## src/rtl/pipes_pkg.sv

```systemverilog
// Shared types and constants for the pipe game datapath: game states,
// LFSR taps/seed and screen geometry.
package pipes_pkg;

    typedef enum logic [1:0] {
        IDLE = 2'd0,
        RUN  = 2'd1,
        DEAD = 2'd2
    } state_t;

    // Fibonacci taps 16,14,13,11 expressed as bit positions 15,13,12,10.
    localparam logic [15:0] LFSR_TAPS         = 16'hB400;
    localparam logic [15:0] LFSR_DEFAULT_SEED = 16'hACE1;

    localparam int SCREEN_W = 640;
    localparam int SCREEN_H = 480;
    localparam int GROUND_Y = 428;

endpackage

```

## src/rtl/pipe_lfsr.sv

```systemverilog
// 16-bit Fibonacci LFSR, free-running every clock, used as the gap height source.
module pipe_lfsr
    import pipes_pkg::*;
#(
    parameter logic [15:0] SEED = LFSR_DEFAULT_SEED
) (
    input  logic        clk,
    input  logic        rst_n,
    output logic [15:0] lfsr
);

    always_ff @(posedge clk) begin
        if (!rst_n) lfsr <= SEED;
        else        lfsr <= {lfsr[14:0], ^(lfsr & LFSR_TAPS)};
    end

endmodule

```

## src/rtl/pipe_scheduler.sv

```systemverilog
// Game-level sequencer: game-state FSM, movement step timer, two pipe slots
// with random gap regeneration on wrap, and the saturating pass score.
module pipe_scheduler
    import pipes_pkg::*;
#(
    parameter int          STEP_DIV     = 65536,
    parameter int          WRAP_X       = 640,
    parameter int          INIT_X0      = 960,
    parameter int          PIPE_SPACING = 320,
    parameter int          SCORE_X      = 100,
    parameter int          GAP_MIN      = 40,
    parameter int          GAP_BITS     = 7,
    parameter logic [15:0] LFSR_SEED    = LFSR_DEFAULT_SEED
) (
    input  logic        clk,
    input  logic        Reset,
    input  logic        Button,
    input  logic        Collision,
    output logic [15:0] PipeX0,
    output logic [15:0] PipeX1,
    output logic [15:0] GapY0,
    output logic [15:0] GapY1,
    output logic        Status,
    output logic        GameOver,
    output logic [7:0]  Score,
    output logic        StepTick
);

    localparam int          DW       = (STEP_DIV > 2) ? $clog2(STEP_DIV) : 1;
    localparam logic [DW-1:0] DIV_MAX = DW'(STEP_DIV - 1);
    localparam logic [15:0] X0_INIT  = 16'(INIT_X0);
    localparam logic [15:0] X1_INIT  = 16'(INIT_X0 + PIPE_SPACING);
    localparam logic [15:0] X_WRAP   = 16'(WRAP_X);
    localparam logic [15:0] X_SCORE  = 16'(SCORE_X);
    localparam logic [15:0] GAP_BASE = 16'(GAP_MIN);
    localparam logic [15:0] GAP_MASK = 16'((1 << GAP_BITS) - 1);

    state_t        state, state_nx;
    logic [2:0]    btn_q;
    logic          press;
    logic [15:0]   lfsr, gap;
    logic [DW-1:0] div;
    logic          move;
    logic          wrap0, wrap1, wrap_both;
    logic [15:0]   nx0, nx1;
    logic [1:0]    hits;
    logic [8:0]    score_sum;
    logic [7:0]    score_sat;
    logic          slot1_pend, slot1_wrap;

    pipe_lfsr #(.SEED(LFSR_SEED)) u_lfsr (
        .clk   (clk),
        .rst_n (Reset),
        .lfsr  (lfsr)
    );

    // btn_q[1:0] synchronise the pin, btn_q[2] remembers the previous level.
    assign press = btn_q[2] & ~btn_q[1];
    assign gap   = GAP_BASE + (lfsr & GAP_MASK);

    assign StepTick  = (state == RUN) && (div == DIV_MAX);
    assign move      = StepTick && !Collision;
    assign wrap0     = (PipeX0 == 16'd0);
    assign wrap1     = (PipeX1 == 16'd0);
    assign wrap_both = wrap0 && wrap1;
    assign nx0       = wrap0 ? X_WRAP : PipeX0 - 16'd1;
    // On a double wrap slot 1 holds at 0 for one cycle and reloads afterwards.
    assign nx1       = wrap_both ? PipeX1 : (wrap1 ? X_WRAP : PipeX1 - 16'd1);
    assign hits      = {1'b0, nx0 == X_SCORE} + {1'b0, nx1 == X_SCORE};
    assign score_sum = {1'b0, Score} + {7'd0, hits};
    assign score_sat = score_sum[8] ? 8'hFF : score_sum[7:0];

    always_comb begin
        state_nx = state;
        case (state)
            IDLE:    if (press)     state_nx = RUN;
            RUN:     if (Collision) state_nx = DEAD;
            DEAD:    if (press)     state_nx = IDLE;
            default:                state_nx = IDLE;
        endcase
    end

    always_ff @(posedge clk) begin
        if (!Reset) begin
            state      <= IDLE;
            btn_q      <= 3'b111;
            div        <= '0;
            PipeX0     <= X0_INIT;
            PipeX1     <= X1_INIT;
            GapY0      <= GAP_BASE;
            GapY1      <= GAP_BASE;
            Score      <= 8'd0;
            Status     <= 1'b0;
            GameOver   <= 1'b0;
            slot1_pend <= 1'b0;
            slot1_wrap <= 1'b0;
        end else begin
            btn_q      <= {btn_q[1:0], Button};
            state      <= state_nx;
            Status     <= (state == RUN);
            GameOver   <= (state == DEAD);
            slot1_pend <= 1'b0;
            slot1_wrap <= 1'b0;

            // Deferred slot 1 load: takes the gap value one cycle after slot 0.
            if (slot1_pend) begin
                GapY1 <= gap;
                if (slot1_wrap) PipeX1 <= X_WRAP;
            end

            case (state)
                IDLE: begin
                    if (press) begin
                        GapY0      <= gap;
                        slot1_pend <= 1'b1;
                        div        <= '0;
                    end
                end
                RUN: begin
                    if (!Collision) div <= (div == DIV_MAX) ? '0 : div + DW'(1);
                    if (move) begin
                        PipeX0 <= nx0;
                        PipeX1 <= nx1;
                        Score  <= score_sat;
                        if (wrap0) GapY0 <= gap;
                        if (wrap_both) begin
                            slot1_pend <= 1'b1;
                            slot1_wrap <= 1'b1;
                        end else if (wrap1) begin
                            GapY1 <= gap;
                        end
                    end
                end
                DEAD: begin
                    if (press) begin
                        PipeX0 <= X0_INIT;
                        PipeX1 <= X1_INIT;
                        GapY0  <= GAP_BASE;
                        GapY1  <= GAP_BASE;
                        Score  <= 8'd0;
                    end
                end
                default: ;
            endcase
        end
    end

endmodule

```

## config.mk

```make
export PLATFORM = sky130hd
export DESIGN_NAME = pipe_scheduler
export DESIGN_NICKNAME = d
export VERILOG_FILES = /design/src/rtl/pipes_pkg.sv /design/src/rtl/pipe_lfsr.sv /design/src/rtl/pipe_scheduler.sv
export SDC_FILE = /design/constraint.sdc
export NUM_CORES = 1
export LEC_CHECK = 0
export ABC_AREA = 1
export BUFFER_PORTS_ARGS = -buffer_cell sky130_fd_sc_hd__buf_2
export CORE_ASPECT_RATIO = 1.1
export CORE_MARGIN = 4
export CORE_UTILIZATION = 32
export DETAILED_ROUTE_END_ITERATION = 10
export HOLD_SLACK_MARGIN = 0.08
export SLEW_MARGIN = 20
export SYNTH_ARGS = -nofsm -noshare
export SYNTH_HDL_FRONTEND = slang
export SYNTH_SLANG_ARGS = --single-unit
export TNS_END_PERCENT = 100
```

## constraint.sdc

```tcl
create_clock -name clk -period 3.6 [get_ports clk]
set_clock_uncertainty 0.2 [all_clocks]
set_input_delay 0 -clock clk [delete_from_list [all_inputs] [get_ports clk]]
set_output_delay 0 -clock clk [all_outputs]
set_load 0.02 [all_outputs]
```

# ---- After elaboration in Yosys (flattened, before gate mapping)
# Index checks and enable logic that the tools add are counted.
dict set report word_totals {
  register_bits 113
  latch_bits 0
  ram_bits 0
  rom_bits 0
  input_bits 4
  output_inout_bits 75
  wordCells 86
  memories 0
}
dict set report op_classes {
  n_addsub 6
  mul 0
  n_div 0
  n_lt_le_gt_ge 0
  eq_ne 11
  shifts 0
  mux 38
  bitwise_logic 2
  reduce_logical 16
}
# op count
set ops {}
lappend ops {{16-bit 2-to-1 mux} 21}
lappend ops {{16-bit one-hot mux with 2 select lines} 4}
lappend ops {{16-bit one-hot mux with 3 select lines} 1}
lappend ops {{16-bit by 7-bit == test with 1-bit output (second input constant)} 2}
lappend ops {{16-bit logical NOT} 2}
lappend ops {{16-bit by 1-bit subtractor with 16-bit output (second input constant)} 2}
lappend ops {{8-bit 2-to-1 mux} 3}
lappend ops {{16-bit by 1-bit adder with 16-bit output (second input constant)} 1}
lappend ops {{16-bit == test (second input constant)} 1}
lappend ops {{8-bit one-hot mux with 2 select lines} 1}
lappend ops {{16-bit XOR reduction} 1}
lappend ops {{2-bit != test (second input constant)} 6}
lappend ops {{8-bit by 2-bit adder with 9-bit output} 1}
lappend ops {{3-bit AND reduction} 3}
lappend ops {{6-bit by 7-bit adder with 8-bit output (first input constant)} 1}
lappend ops {{2-bit 2-to-1 mux} 3}
lappend ops {{2-bit one-hot mux with 3 select lines} 1}
lappend ops {{5-bit AND reduction} 1}
lappend ops {{2-bit nonzero test} 2}
lappend ops {{1-bit logical AND} 3}
lappend ops {{1-bit 2-to-1 mux} 3}
lappend ops {{3-bit nonzero test} 1}
lappend ops {{1-bit by 1-bit adder with 2-bit output} 1}
lappend ops {{2-bit by 1-bit == test with 1-bit output (second input constant)} 1}
lappend ops {{7 further kinds} 7}

# ---- Logic depth before layout (Yosys ltp)
dict set report depth {
  depth_word 9
  ltp_mapped 22
  ltp_nobuf 22
}

# ---- Cells and area by module
# From an unflattened synthesis, not the netlist that was laid out.
dict set report hier_totals {
  cells_unflattened 925
  area_unflattened_um2 6050.8
}
# mod instances cells_per_inst area_per_inst_um2 seq_area_each_um2
set modules_own_cells {}
lappend modules_own_cells {pipe_scheduler 1 860 5521.5 1781.7}
lappend modules_own_cells {pipe_lfsr 1 65 529.3 320.3}

# ---- Worst setup path before layout
# Ideal clock, no wire load.
dict set report synth_path {
  path_kind {register to register}
  startpoint {reg PipeX0[0]}
  endpoint {reg Score[2]}
  setup_time_ns 0.070
  t_arrival_ns 2.853
  required_ns 3.330
  slack_ns 0.477
  stages_incl_launch_ff 21
  path_buffers 0
  period_less_slack_ns 3.123
  cell_sequence {dfxtp_1 inv_1 ha_1 nand2_1 nor2_1 nand2_1 nor2_4 a21oi_1 nand3_1 nor2_1 nand2_1 nor2_1 fa_1 ha_1 nand2_1 nor3_1 and2_1 nand2_1 o21ai_0 nand2_1 a21oi_1}
}
dict set report synth_between {
  elab_chain_len 9
  word_cells_on_any_way 12
  cone_classes {add/sub: 3; eq/ne: 2; mux: 5; reduce/logical: 2}
}
# element line
set synth_rtl {}
lappend synth_rtl {{start: declaration} pipe_scheduler.sv:19} ;# output logic [15:0] PipeX0,
lappend synth_rtl {{start signal: assignment} pipe_scheduler.sv:122} ;# PipeX0 <= nx0;
lappend synth_rtl {{branches (longest 4 deep; another with 16-bit by 1-bit subtractor with 16-bit output)} n/a}
lappend synth_rtl {{1-bit by 1-bit adder with 2-bit output *} pipe_scheduler.sv:69} ;# assign hits = {1'b0, nx0 == X_SCORE} + {1'b0, nx1 == X_SCORE};
lappend synth_rtl {{8-bit by 2-bit adder with 9-bit output *} pipe_scheduler.sv:70} ;# assign score_sum = {1'b0, Score} + {7'd0, hits};
lappend synth_rtl {{8-bit 2-to-1 mux *} pipe_scheduler.sv:71} ;# assign score_sat = score_sum[8] ? 8'hFF : score_sum[7:0];
lappend synth_rtl {{8-bit 2-to-1 mux *} pipe_scheduler.sv:121} ;# if (move) begin
lappend synth_rtl {{8-bit one-hot mux with 2 select lines *} pipe_scheduler.sv:111} ;# case (state)
lappend synth_rtl {{end signal: assignment} pipe_scheduler.sv:124} ;# Score <= score_sat;
lappend synth_rtl {{end: declaration} pipe_scheduler.sv:25} ;# output logic [7:0] Score,
# Every way passes the cells marked *. The select of a mux whose other input is x is not followed.
# A chain may end at the register's enable or synchronous reset.

# ---- Worst setup path after layout
dict set report layout_path {
  startpoint {reg PipeX0[0]}
  endpoint {reg Score[5]}
}
# Same word-level chain as after synthesis.

==> metrics.csv <==
stage,metric,value,unit
detailed_routing,WL met3,710,microns
detailed_routing,mean number of vias per cell,4.75,
grt,gr usage total,15.6,%
power_and_ir_drop,VDD IR max,0.245,mV
job,max cap viols,0,
timing,Max Fclk,309,MHz
yosys,Post-synth EDFFs,0,
clock_tree,post-CTS setup buffers,0,
timing,final max-slew violation count,0,
worst_setup_path,Setup crit start kind,register,
timing,unrepaired setup endpoints after global routing,false,
timing,aggregate negative setup slack,0,ps
timing,Final Hold Violating Endpoints,0,
grt,total gr overflow,0,
clock_tree,TritonCTS clock tree,built,
worst_setup_path,Crit. path cell count,21,
final_layout,area of the multi-input gates,3410,sq um
worst_setup_path,critical path cell sequence,inv_1 -> ha_1 -> nand3_2 -> nor2_2 -> nand2_2 -> nor2_2 -> inv_1 -> nand2_1 -> nand2_1 -> nor2_1 -> nand2_1 -> nor2_4 -> fa_2 -> ha_1 -> nand2_1 -> nor3_2 -> and2_1 -> nand2_2 -> o21ai_0 -> nand2_1 -> a21oi_1,
yosys,Yosys warning total,0,
floorplanning,die height,152,microns
worst_setup_path,CP max stage delay,340,ps
detailed_routing,drt first-iter violations,336,
worst_setup_path,Setup CP Type,register to register,
detailed_routing,Via Count,5848,
grt,vias in the first global route,5547,
detailed_routing,DR pass1 iterations,5,
detailed_routing,Routed WL per cell,13.6,microns
floorplanning,# IOs,79,
clock_tree,CTS buffer count,9,
yosys,Synth Cell Area,6050,sq um
yosys,synthesized instance count,902,
detailed_routing,Routed met1 length,7.80,mm
timing,Final WS setup,366,ps
detailed_routing,DRC viols,0,
final_layout,Reg area,2100,sq um
final_layout,"Design Area, Final",7060,sq um
yosys,"Top FF cell, synth",dfxtp_1,
power_and_ir_drop,P_leak,0.00326,uW
yosys,#FFs+latches synth,105,
worst_setup_path,path depth of the worst reg2reg path,21,
final_layout,# fillers,1973,
clock_tree,CTS Root Cell,clkbuf_16,
yosys,"Avg Cell Area, Syn",6.71,sq um
worst_setup_path,Worst path slowest cell,dfxtp_1,
clock_tree,worst-case clock buffer depth,2,
placement,placed cell area,6690,sq um
clock_tree,clk slew on worst S/H paths,70,ps
power_and_ir_drop,Pwr Density,451,nW/um^2
detailed_routing,final wirelength,16.7,mm
floorplanning,core outline area,18500,sq um
detailed_routing,highest routed layer,met4,
min_path,hold_sp,Button,
grt,initial antenna violation count,0,
worst_setup_path,crit path launch,PipeX0[0],
power_and_ir_drop,Pwr Total,3180,uW
yosys,register area share after synthesis,34.7,%
placement,Port Buf Inserts,70,
worst_setup_path,critical path's most frequent cell,nand2_1,
worst_setup_path,FF-to-FF setup slack,370,ps
clock_tree,H-Tree Depth,3,
timing,Max-slew headroom,59.2,%
yosys,synth unique cells,43,
worst_setup_path,Crit path arrival time,3310,ps
placement,Final HPWL DP,12.5,mm
final_layout,Syn-to-layout area delta,16.7,%
timing,Tmin final,3230,ps
timing,worst-margin pin slew,608,ps
floorplanning,row cnt,52,
grt,largest net degree at the start of global routing,40,
timing,endpoints failing setup,0,
worst_setup_path,CP Buf/Inv Count,2,
yosys,ys async rst share,0,%
floorplanning,Die X,139,microns
grt,global-route wire length before repair,27.6,mm
final_layout,layout cells sized above 1,19.4,%
outcome,status,"finished, final reports clean",
final_layout,Final #Nets,999,
min_path,Tightest Hold Check Type,primary input to register,
floorplanning,Die Area,21200,sq um
worst_setup_path,worst reg2reg path startpoint,PipeX0[0],
worst_setup_path,"Data required, critical path",3670,ps
final_layout,Diodes inserted,0,
placement,Setup WS pre-CTS,55.6,ps
detailed_routing,post-route ant nets,0,
clock_tree,"Clk Latency, worst-skew pair",350,ps
timing,fin crit share,89.8,%
detailed_routing,metal2 WL,7.97,mm
worst_setup_path,crit end category,register,
timing,Worst Hold Margin,170,ps
placement,routability congestion estimate,0.933,
min_path,WHS Path Cells,3,
floorplanning,Initial Util,32.7,%
worst_setup_path,CP max FO,6,
clock_tree,CTS Sinks,105,
worst_setup_path,CP top delay family,simple AND/OR/NAND/NOR gates,
report_power, final:
part / switching, uW / internal (uW) / total (uW) / leakage, uW
logic: 621 / 282 / 902 / 0.00226
clock network: 471 / 499 / 970 / 0.000143
registers: 65.0 / 1240 / 1310 / 0.000855
per-layer routing:
layer,GRT usage (%),vias up
li1,-,3037
met1,20.2,2683
met2,26.3,108
met3,3.36,20
met4,4.05,0
met5,0,-
cell usage after synthesis, types with 5 or more instances:
cell      number  area [sq um]
o21ai_0       42           210
a21oi_1       58           290
buf_4         10          75.1
nor2_1       104           390
nor2_2         8          50.1
nor3b_1        8          60.1
inv_1        107           402
clkbuf_1      11          41.3
dfxtp_1      105          2100
nand3b_1       6          45.0
nand2_2       13          81.3
nand4_1       14          87.6
or2_2         15          93.8
nor2_4        10           113
buf_6          5          56.3
nor3_1        22           110
ha_1          10           125
a21oi_2        7          61.3
nand2_1      217           815
xor2_1         8          70.1
nand3_1       77           385
sequential cells by signal, indices dropped and copies added (netlist names):
| signal | cells |
|---|---|
| btn_q | 3 |
| slot1_wrap | 1 |
| Status | 1 |
| GapY1 | 16 |
| u_lfsr.lfsr | 16 |
| PipeX0 | 16 |
| state | 2 |
| GameOver | 1 |
| PipeX1 | 16 |
| div | 16 |
| Score | 8 |
| GapY0 | 8 |
| slot1_pend | 1 |
kinds of logic after synthesis:
kind of cell	count (synthesis)	synth area share, %
AO/OA/AOI/OAI	122	11.1
XOR/XNOR	12	1.74
adder cells (fa/ha/maj)	11	2.40
buffers and inverters	143	10.2
flip-flops	105	34.7
other	1	0.0620
AND/OR/NAND/NOR	508	39.8
per-stage QoR:
stage / cells / utilization (%)
after floorplan: 909 / -
after global placement: 1213 / 36.2
after detailed placement: 1213 / 36.2
after CTS: 1232 / 37.9
after global routing: 1232 / 38.2
final: 1232 / 38.2
path summary, 6_finish.rpt:
kind               endpoint
max reg2reg        Score[5]
min                btn_q[0]
max                Score[5]
min reg2reg  u_lfsr.lfsr[8]
tightest hold or removal path, stage by stage:
cell	delay (ps)
dlygate4sd3_1	520
buf_2	90
or2_2	90
layout make-up:
cell class                 count  area share (%)
multi-input combinational    661            48.3
timing repair buffer          93            7.51
clock inverter                 6           0.691
sequential                   105            29.8
tap                          243            4.31
clock buffer                  10            3.38
inverter                     114            6.06
what timing repair did:
action,4_1_cts,5_1_grt
hold buffers,3,0
endpoints found under the hold margin,57,0
resized for setup,0,17
endpoints found under the setup margin,0,8
cells in the final DEF, fill, tap and decap left out, types with 4 or more instances in the layout:
cell,instances
o21ai_0,42
nand4_1,14
nor3_1,21
conb_1,8
nor2_2,14
clkbuf_16,9
buf_4,20
nand2_2,13
nand3_2,4
nor2_1,97
nand2_4,5
nand3b_1,6
nand2_1,216
a21oi_1,57
xor2_1,8
buf_2,70
nor3b_1,8
nand3_1,76
ha_1,9
dfxtp_1,104
a21oi_2,8
xnor2_1,4
inv_2,5
inv_1,106
nor2_4,11
a22oi_1,4
or2_2,15
No activity file was read; power rests on OpenSTA's default activity.
